## config.mk

```make
export PLATFORM = sky130hd
export DESIGN_NAME = linear_layer_start_fifo_srl
export DESIGN_NICKNAME = d
export VERILOG_FILES = /design/src/rtl/linear_layer_start_fifo_srl.sv
export SDC_FILE = /design/constraint.sdc
export NUM_CORES = 1
export LEC_CHECK = 0
export ABC_AREA = 1
export CAP_MARGIN = 15
export CELL_PAD_IN_SITES_DETAIL_PLACEMENT = 1
export CELL_PAD_IN_SITES_GLOBAL_PLACEMENT = 1
export CORE_MARGIN = 10
export CORE_UTILIZATION = 42
export DETAILED_ROUTE_END_ITERATION = 12
export PLACE_DENSITY_LB_ADDON = 0.1
export SLEW_MARGIN = 20
export SYNTH_ARGS = -nofsm -noshare
export SYNTH_HDL_FRONTEND = slang
export SYNTH_SLANG_ARGS = --single-unit
```

## constraint.sdc

```tcl
create_clock -name clk -period 3.77 [get_ports clk]
set_input_delay 0.754 -clock clk [delete_from_list [all_inputs] [get_ports clk]]
set_output_delay 0.754 -clock clk [all_outputs]
set_load 0.05 [all_outputs]
```

## src/rtl/linear_layer_start_fifo_srl.sv

```systemverilog
// Shift-register FIFO with show-ahead read for start tokens and narrow scalars
// between dataflow processes of the Linear_Layer_i4xi4_q kernel.
// Writes shift into SRL[0]; the oldest word sits at SRL[count-1].
module linear_layer_start_fifo_srl #(
    parameter int unsigned DATA_WIDTH = 1,
    parameter int unsigned ADDR_WIDTH = 4,
    parameter int unsigned DEPTH      = 9
) (
    input  logic                  clk,
    input  logic                  reset,
    output logic                  if_full_n,
    input  logic                  if_write_ce,
    input  logic                  if_write,
    input  logic [DATA_WIDTH-1:0] if_din,
    output logic                  if_empty_n,
    input  logic                  if_read_ce,
    input  logic                  if_read,
    output logic [DATA_WIDTH-1:0] if_dout,
    output logic [ADDR_WIDTH:0]   occupancy
);

    localparam int unsigned CNT_W = ADDR_WIDTH + 1;
    localparam logic [CNT_W-1:0] DEPTH_C = CNT_W'(DEPTH);

    logic [DATA_WIDTH-1:0] srl [DEPTH];
    logic [CNT_W-1:0]      count;
    logic [CNT_W-1:0]      count_nxt;
    logic [ADDR_WIDTH-1:0] addr;
    logic                  push;
    logic                  pop;

    // Accepted transfers only; the registered flags gate the requests
    assign push = if_write & if_write_ce & if_full_n;
    assign pop  = if_read & if_read_ce & if_empty_n;

    // Occupancy update; simultaneous push and pop leave the count unchanged
    always_comb begin
        count_nxt = count;
        case ({push, pop})
            2'b10:   count_nxt = count + CNT_W'(1);
            2'b01:   count_nxt = count - CNT_W'(1);
            default: count_nxt = count;
        endcase
    end

    // Count and flags; flags follow next-count so they are valid right after the edge
    always_ff @(posedge clk or posedge reset) begin
        if (reset) begin
            count      <= '0;
            if_empty_n <= 1'b0;
            if_full_n  <= 1'b1;
        end else begin
            count      <= count_nxt;
            if_empty_n <= (count_nxt != '0);
            if_full_n  <= (count_nxt != DEPTH_C);
        end
    end

    // Shift register storage, intentionally not reset
    always_ff @(posedge clk) begin
        if (push) begin
            srl[0] <= if_din;
            for (int i = 1; i < int'(DEPTH); i++) begin
                srl[i] <= srl[i-1];
            end
        end
    end

    // Read address points at the oldest word; held at 0 while empty
    always_comb begin
        addr = '0;
        if (count != '0) begin
            addr = ADDR_WIDTH'(count - CNT_W'(1));
        end
    end

    assign if_dout   = srl[addr];
    assign occupancy = count;

endmodule

```

; ---- After elaboration in Yosys (flattened, before gate mapping)
; Memory sizes are Yosys's and may differ from the RTL's.
; Cells that the tools add are included.
[totals]
mem_bits_rw = 9
regBits = 7
memories = 1
word_cells = 19
[op_classes]
bitwise = 4
n_eq_ne = 3
mux = 4
reduce_logical = 2
add_sub_neg = 2
[mem_list]
columns = memory, depth, word_bits, read_ports, rd_clocked_by_memory_dff, write_ports, line
row1 = srl, 9, 1, 9, 0, 9, 25  ; logic [DATA_WIDTH-1:0] srl [DEPTH];
[op_table]
columns = cell, count
row1 = 5-bit case mux with 2 select lines, 1
row2 = 5-bit nonzero test, 2
row3 = 5-bit by 1-bit adder with 5-bit output (second input constant), 1
row4 = 5-bit by 4-bit != test with 1-bit output (second input constant), 1
row5 = 5-bit by 1-bit subtractor with 5-bit output (second input constant), 1
row6 = 1-bit bitwise AND, 4
row7 = 4-bit 2-to-1 mux, 1
row8 = 2-bit by 1-bit equality test with 1-bit output (second input constant), 1
row9 = 2-bit equality test (second input constant), 1
row10 = 1-bit 2-to-1 mux, 2

; ---- Longest topological paths before layout
; Gate-level depths: netlist (run 1).
[depth]
ltp_word = 5
mapped_depth = 11
mapped_depth_nobuf = 11

; ---- Worst setup path after synthesis (run 1)
; OpenSTA, ideal clock, no wires.
[synth_path]
path_kind = register -> output
from = reg count[0] (netlist: occupancy[0])
to = out if_dout
path_slack_ps = 1008
t_arrival_ps = 2008
path_stages_with_launch = 12
n_path_buf = 0
cell_sequence = dfrtp_1 -> inv_2 -> ha_1 -> inv_1 -> nor2_1 -> nand2_4 -> nand2_4 -> nor2_2 -> nand2_1 -> nand3_1 -> nand3_1 -> nand2_1
[synth_between]
elab_chain_len = 3
word_cells_on_any_way = 4
[synth_rtl]
columns = item, line
row1 = "start, declared", 26  ; logic [CNT_W-1:0] count;
row2 = "start signal, assigned", 53  ; count <= count_nxt;
row3 = 5-bit by 1-bit subtractor with 5-bit output / 5-bit nonzero test (equally long branches), "73, 72"
row4 = 4-bit 2-to-1 mux (*), 72  ; if (count != '0) begin
row5 = memory read 9 x 1 bit (*), -
row6 = "end, declared", 18  ; output logic [DATA_WIDTH-1:0] if_dout,
; Every way passes the cells marked *; elsewhere a longest branch is shown, timed or not.

; ---- Worst setup path in the final report (run 1)
; Same ends and word-level chain as after synthesis.

==> reports/qor.yml, run 1 <==
route:
  wire_per_inst_um: 14.1
  drt_first_pass_iters: 4
  wl_um: 2250
  post_drt_via_cell_ratio: 4.88
  dr.first_iter.drc_count: 11
  drc: 0
  vias: 780
  antenna_left: 0
logic_synthesis:
  synth-seq-cells: 16
  synthSimpleGateAreaFrac: 0.325
  synthMuxAreaShare: 0
  ys_warn_count: 0
  synth_compound_area_frac: 0.0534
  syn_inst: 115
  synthesis.area_um2: 985
  ys_seq_area_frac: 0.454
  syn_avg_cell_area_um2: 8.56
  synth_top_family_by_area: "simple AND/OR/NAND/NOR gates"
  syn-num-nets: 127
  yosysUniqueCellTypes: 24
  synth-xor-area-share: 0.00889
  synthAdderAreaFrac: 0.0635
placed_design:
  port_buffers: 14
  dp_hpwl_um: 1840
  place_area_um2: 1150
  gp_congestion: 0.747
final_layout:
  fin_area_um2: 1170
  fillCellCount: 279
  mostFrequentLayoutCell: "nand2_1"
  syn_to_final_growth_pct: 19.3
  drive_above_1_share: 0.144
  mostFrequentLayoutCells: "nand2_1 (27), inv_1 (20), nand3_1 (17)"
  antenna_cells: 0
  fin_util: 0.526
  fin_nets: 145
power:
  pwr-share-clk: 0.078
  combPwrFrac: 0.668
  p_per_area_nw_per_um2: 958
  swShare: 0.538
  p_leak_uw: 0.000571
  power_switching_uw: 606
  p_total_uw: 1130
  irDropWorstVdd_v: 0.000714
  seqPwrFrac: 0.255
  p_int_uw: 520
hold_path:
  worstHoldStart: "srl[5]"
  min_path_cells: 0
  worstHoldEndpoint: "srl[6]"
  hold_class: "flop to flop"
critical_path:
  r2r_cells: 10
  critical_path_required_ns: 3.02
  path_class: "flop to output pin"
  critical_path_arrival_ns: 2.58
  r2r-end: "if_empty_n"
  r2r_start: "if_full_n"
  crit_path_start_kind: "flop"
  end_kind: "output pin"
  cp_max_fo: 9
  ff2ff_setup_slack_ns: 1.90
floorplanning:
  start_util: 0.441
  die_w_um: 68.4
  ios: 15
  die_h_um: 68.4
  die_area_um2: 4680
  coreArea_um2: 2230
  rows: 17
global_route:
  antenna_found_initial: 0
  globalRouteMet1Util: 0.131
  grt_start_max_net_pins: 11
  grt_pass1_wl_um: 3870
  busiest_layer: "met2"
  grt_pass1_vias: 816
  met3_usage: 0.0408
  grt_usage: 0.111
  grtUsageMet2: 0.174
  grt-ovfl-total: 0
cts:
  root_buffer: "clkbuf_4"
  clockBufferDepth: 2
  path_clk_slew_ns: 0.08
  cts_htree_levels: 1
  ctsHoldBuffers: 0
  cts_tree: "yes"
  cts_setup_buffers: 0
  post_cts_resized: 0
  clock-sinks: 16
  cts_made_buffers: 3
  insertion_delay_ns: 0.28
timing:
  finalMaxSlewViolations: 0
  min_period_ns: 3.33
  tns_ns: 0
  skew_ns: 0.00254
  hold_viol: 0
  fmax_ghz: 0.300
  fin_crit_sh: 0.884
  slew_headroom: 0.646
  setup_viol: 0
  rsz0062_at_grt: "no"
  worst_pin_slew_ns: 0.529
run:
  maxCapViolCount: 0
status:
  status: "completed"
==> registers in the layout, summed over array words and instances, names as in the netlist <==
| signal | cells |
|---|---|
| occupancy | 5 |
| srl | 9 |
| if_full_n | 1 |
| if_empty_n | 1 |
==> power by group through the flow <==
stage | logic (µW) | registers [µW] | clock network (µW)
3_5_place_dp | 763 | 292 | 0
5_1_grt | 838 | 294 | 100
4_1_cts | 766 | 288 | 92.9
6_report | 751 | 287 | 87.8
2_1_floorplan | 474 | 374 | 0
3_3_place_gp | 741 | 286 | 0
==> cell families after synthesis <==
family,Yosys count
adder cells (fa/ha/maj),5
AO/OA/AOI/OAI,8
flip-flops,16
buffers and inverters,23
XOR/XNOR,1
AND/OR/NAND/NOR,62
==> final cells by class <==
| class | instances | area [µm²] | share of cell area |
|---|---|---|---|
| multi-input combinational | 76 | 444 | 0.378 |
| inverter | 22 | 82.6 | 0.0703 |
| clock inverter | 1 | 3.75 | 0.00319 |
| clock buffer | 3 | 22.5 | 0.0192 |
| timing repair buffer | 14 | 140 | 0.119 |
| tap | 28 | 35.0 | 0.0298 |
| sequential | 16 | 447 | 0.380 |
==> metal layers <==
| metal | vias to the layer above | part of all wire |
|---|---|---|
| met5 | - | 0 |
| met4 | 0 | 0.021 |
| met3 | 5 | 0.063 |
| met2 | 14 | 0.47 |
| met1 | 355 | 0.44 |
| li1 | 406 | - |
==> worst max path at each step <==
stage | start | end | slack, ns | depth (start not counted)
after global placement | occupancy[0] | if_dout | 0.78 | 11
after global routing | occupancy[0] | if_dout | 0.25 | 11
after detailed placement | occupancy[0] | if_dout | 0.70 | 11
after CTS | occupancy[0] | if_dout | 0.39 | 11
after floorplan | occupancy[0] | if_dout | 1.01 | 11
final | occupancy[0] | if_dout | 0.44 | 11
==> synthesized netlist by cell type, drive strengths merged <==
| library cell | count | share of area |
|---|---|---|
| a21oi | 2 | 0.010 |
| nor2 | 7 | 0.039 |
| nand2 | 32 | 0.15 |
| buf | 1 | 0.011 |
| o211ai | 1 | 0.0076 |
| edfxtp | 9 | 0.27 |
| o21ai | 3 | 0.019 |
| inv | 22 | 0.084 |
| o21a | 2 | 0.017 |
| nand4 | 3 | 0.019 |
| nand3 | 20 | 0.12 |
| xor2 | 1 | 0.0089 |
| ha | 5 | 0.064 |
| dfrtp | 6 | 0.15 |
| dfstp | 1 | 0.027 |
==> metrics by stage <==
step / hold slack (ns) / cells / worst slack, ns
global route: 0.483 / 160 / 0.245
finish: 0.460 / 160 / 0.438
detailed placement: 0.437 / 156 / 0.702
CTS: 0.459 / 160 / 0.389
global placement: 0.434 / 156 / 0.776
floorplan: 0.426 / 115 / 1.01
==> critical path, stage by stage (launching register included) <==
cell and delay (ns):
dfrtp_1 0.45, inv_2 0.19, ha_1 0.17, inv_1 0.03
nor2_1 0.16, nand2_4 0.12, nand2_4 0.10, nand3_1 0.07
nand3_1 0.07, nand3_1 0.08, nand2_1 0.06, clkdlybuf4s50_1 0.79
Note: power is estimated with default switching activity, not from simulation.
==> run 2: changes to the inputs <==
--- a/config.mk
+++ b/config.mk
@@ -5,12 +5,12 @@
 export SDC_FILE = /design/constraint.sdc
 export NUM_CORES = 1
 export LEC_CHECK = 0
-export ABC_AREA = 1
 export CAP_MARGIN = 15
 export CELL_PAD_IN_SITES_DETAIL_PLACEMENT = 1
 export CELL_PAD_IN_SITES_GLOBAL_PLACEMENT = 1
 export CORE_MARGIN = 10
-export CORE_UTILIZATION = 42
+export CORE_UTILIZATION = 44
+export CTS_CLUSTER_SIZE = 28
 export DETAILED_ROUTE_END_ITERATION = 12
 export PLACE_DENSITY_LB_ADDON = 0.1
 export SLEW_MARGIN = 20
==> reports/qor.yml, run 2 <==
global_route:
  grt_usage: 0.0980
  grt_pass1_wl_um: 3440
  antenna_found_initial: 0
  grt-ovfl-total: 0
  grt_pass1_vias: 705
  grt_start_max_net_pins: 14
timing:
  fin_crit_sh: 0.844
  slew_headroom: 0.662
  setup_viol: 0
  fmax_ghz: 0.314
  worst_pin_slew_ns: 0.507
  skew_ns: 0.00296
  hold_viol: 0
  rsz0062_at_grt: "no"
  tns_ns: 0
  min_period_ns: 3.18
  finalMaxSlewViolations: 0
logic_synthesis:
  ys_top_cells_by_count: "edfxtp_1 (9), inv_1 (9), nand2_1 (7)"
  yosysUniqueCellTypes: 35
  syn-num-nets: 96
  syn_avg_cell_area_um2: 11.5
  syn_inst: 84
  synth_edf_count: 9
  synth-seq-cells: 16
  synth-xor-area-share: 0
  synth_compound_area_frac: 0.109
  yosysTopAreaCellShare: 0.281
  synthesis.area_um2: 962
  yosys.area.top_type: "edfxtp_1"
  synth_ff_type: "edfxtp_1"
  synthTopCellsByArea: "edfxtp_1 (28%), dfrtp_1 (16%), ha_1 (6.5%)"
  synth_top_family_by_area: "simple AND/OR/NAND/NOR gates"
  synthAdderAreaFrac: 0.0650
  ys_warn_count: 0
  ys_seq_area_frac: 0.464
  async_reset_ff_frac: 0.438
  synthSimpleGateAreaFrac: 0.203
  synthMuxAreaShare: 0.0962
floorplanning:
  coreArea_um2: 2020
  die_h_um: 66.8
  die_w_um: 66.8
  start_util: 0.476
  rows: 16
  die_area_um2: 4460
  ios: 15
critical_path:
  path_depth: 7
  r2r-end: "if_empty_n"
  path_class: "flop to output pin"
  crit_family: "buffers and inverters"
  cp-endpoint: "if_dout"
  crit_path_start_kind: "flop"
  cp_slowest_cell: "dfrtp_1"
  end_kind: "output pin"
  startpoint: "occupancy[0]"
  cp_max_fo: 10
  r2r_cells: 6
  critical_path_required_ns: 3.02
  critical-path-max-stage-delay_ns: 0.49
  path_cells: "inv_1 > ha_1 > or3b_1 > a21oi_1 > o211ai_1 > a41oi_1 > dlymetal6s2s_1"
  critical_path_arrival_ns: 2.43
  ff2ff_setup_slack_ns: 1.43
  crit_buf_inv: 2
  r2r_start: "if_full_n"
power:
  swShare: 0.469
  p_leak_uw: 0.000464
  p_per_area_nw_per_um2: 818
  seqPwrFrac: 0.296
  pwr-share-clk: 0.098
  combPwrFrac: 0.606
  irDropWorstVdd_v: 0.000474
  p_total_uw: 932
  p_int_uw: 494
  power_switching_uw: 437
final_layout:
  mostFrequentLayoutCell: "clkdlybuf4s50_1"
  largest_reg_flops: 9
  mostFrequentLayoutCells: "clkdlybuf4s50_1 (13), inv_1 (9), edfxtp_1 (9)"
  fillCellCount: 211
  syn_to_final_growth_pct: 18.3
  largest_register: "srl"
  antenna_cells: 0
  fin_nets: 112
  drive_above_1_share: 0.101
route:
  wire_per_inst_um: 15.7
  vias: 685
  drt_first_pass_iters: 4
  antenna_left: 0
  post_drt_via_cell_ratio: 5.44
  drc: 0
  dr.first_iter.drc_count: 58
  wl_um: 1980
cts:
  path_clk_slew_ns: 0.08
  cts_tree: "yes"
  clockBufferDepth: 2
  cts_made_buffers: 3
  root_buffer: "clkbuf_4"
  ctsHoldBuffers: 0
  insertion_delay_ns: 0.29
  cts_htree_levels: 1
  clock-sinks: 16
placed_design:
  dp_hpwl_um: 1570
  gp_congestion: 0.699
  port_buffers: 14
hold_path:
  hold_class: "flop to flop"
status:
  status: "completed"
run:
  maxCapViolCount: 0
-- run 2: cell types whose count changed in the layout (fill, tap and decap cells not counted), sizes merged, moves of 3 or more --
cell   change
inv       -13
mux2i      +4
nand2     -25
nand3     -17
nor2       -5
nor3b      +3
or3b       +3
-- run 2: kinds of logic (layout without fill, tap and decap cells) --
family	Yosys count	after routing
AOI/OAI and AO/OA	14	14
adders and majority gates	5	5
buffers and inverters	12	27
DFF	16	16
muxes	7	7
and+or+nand+nor	30	30
-- run 2: worst reg2reg max path, stage by stage (launching register included) --
cell      delay, ns
dfstp_2        0.53
nand3_1        0.11
ha_1           0.56
nor3b_1        0.12
o21ai_0        0.27
nor4bb_1       0.45
nand4_1        0.16
-- run 2: worst min-delay path by stage --
stage	from	end	cells past startpoint
final	srl[7]	srl[8]	0
after global routing	srl[7]	srl[8]	0
after CTS	srl[7]	srl[8]	0
after detailed placement	srl[7]	srl[8]	0
after global placement	srl[7]	srl[8]	0
after floorplan	srl[6]	srl[7]	0
-- run 2: per-layer routing --
layer  wire length, µm  vias up  GRT usage
met3                95        2     0.0334
li1                  -      337          -
met1               948      334      0.124
met5                 0        -          0
met4                21        0     0.0314
met2               917       12      0.152
-- run 2: timing repair --
action	4_1_cts	5_1_grt
setup endpoints to repair	0	1
gates resized for setup	0	1
setup buffers	0	0
-- run 2: power groups by stage --
stage | Combinational [µW] | Clock, µW | Sequential [µW]
after detailed placement | 572 | 0 | 279
final | 565 | 91.2 | 276
after CTS | 574 | 93.1 | 276
after global routing | 615 | 102 | 285
after global placement | 564 | 0 | 278
after floorplan | 354 | 0 | 347
-- run 2: per-stage QoR --
step / setup WS [ns] / std cells / utilization / area [µm²] / hold WS (ns)
after global placement: 0.539 / 122 / 0.549 / 1110 / 0.426
after floorplan: 0.466 / 84 / - / 962 / 0.417
after CTS: 0.171 / 126 / 0.562 / 1140 / 0.453
final: 0.588 / 126 / 0.563 / 1140 / 0.452
after global routing: 0.375 / 126 / 0.563 / 1140 / 0.464
after detailed placement: 0.498 / 122 / 0.549 / 1110 / 0.433
-- run 2: area by class of cell --
class	instances	area, µm²	area share
multi-input cells	56	455	0.400
flip-flops and latches	16	447	0.392
repair buffers	14	143	0.125
inverters	9	33.8	0.0297
well taps	27	33.8	0.0297
clock buffers	4	26.3	0.0231
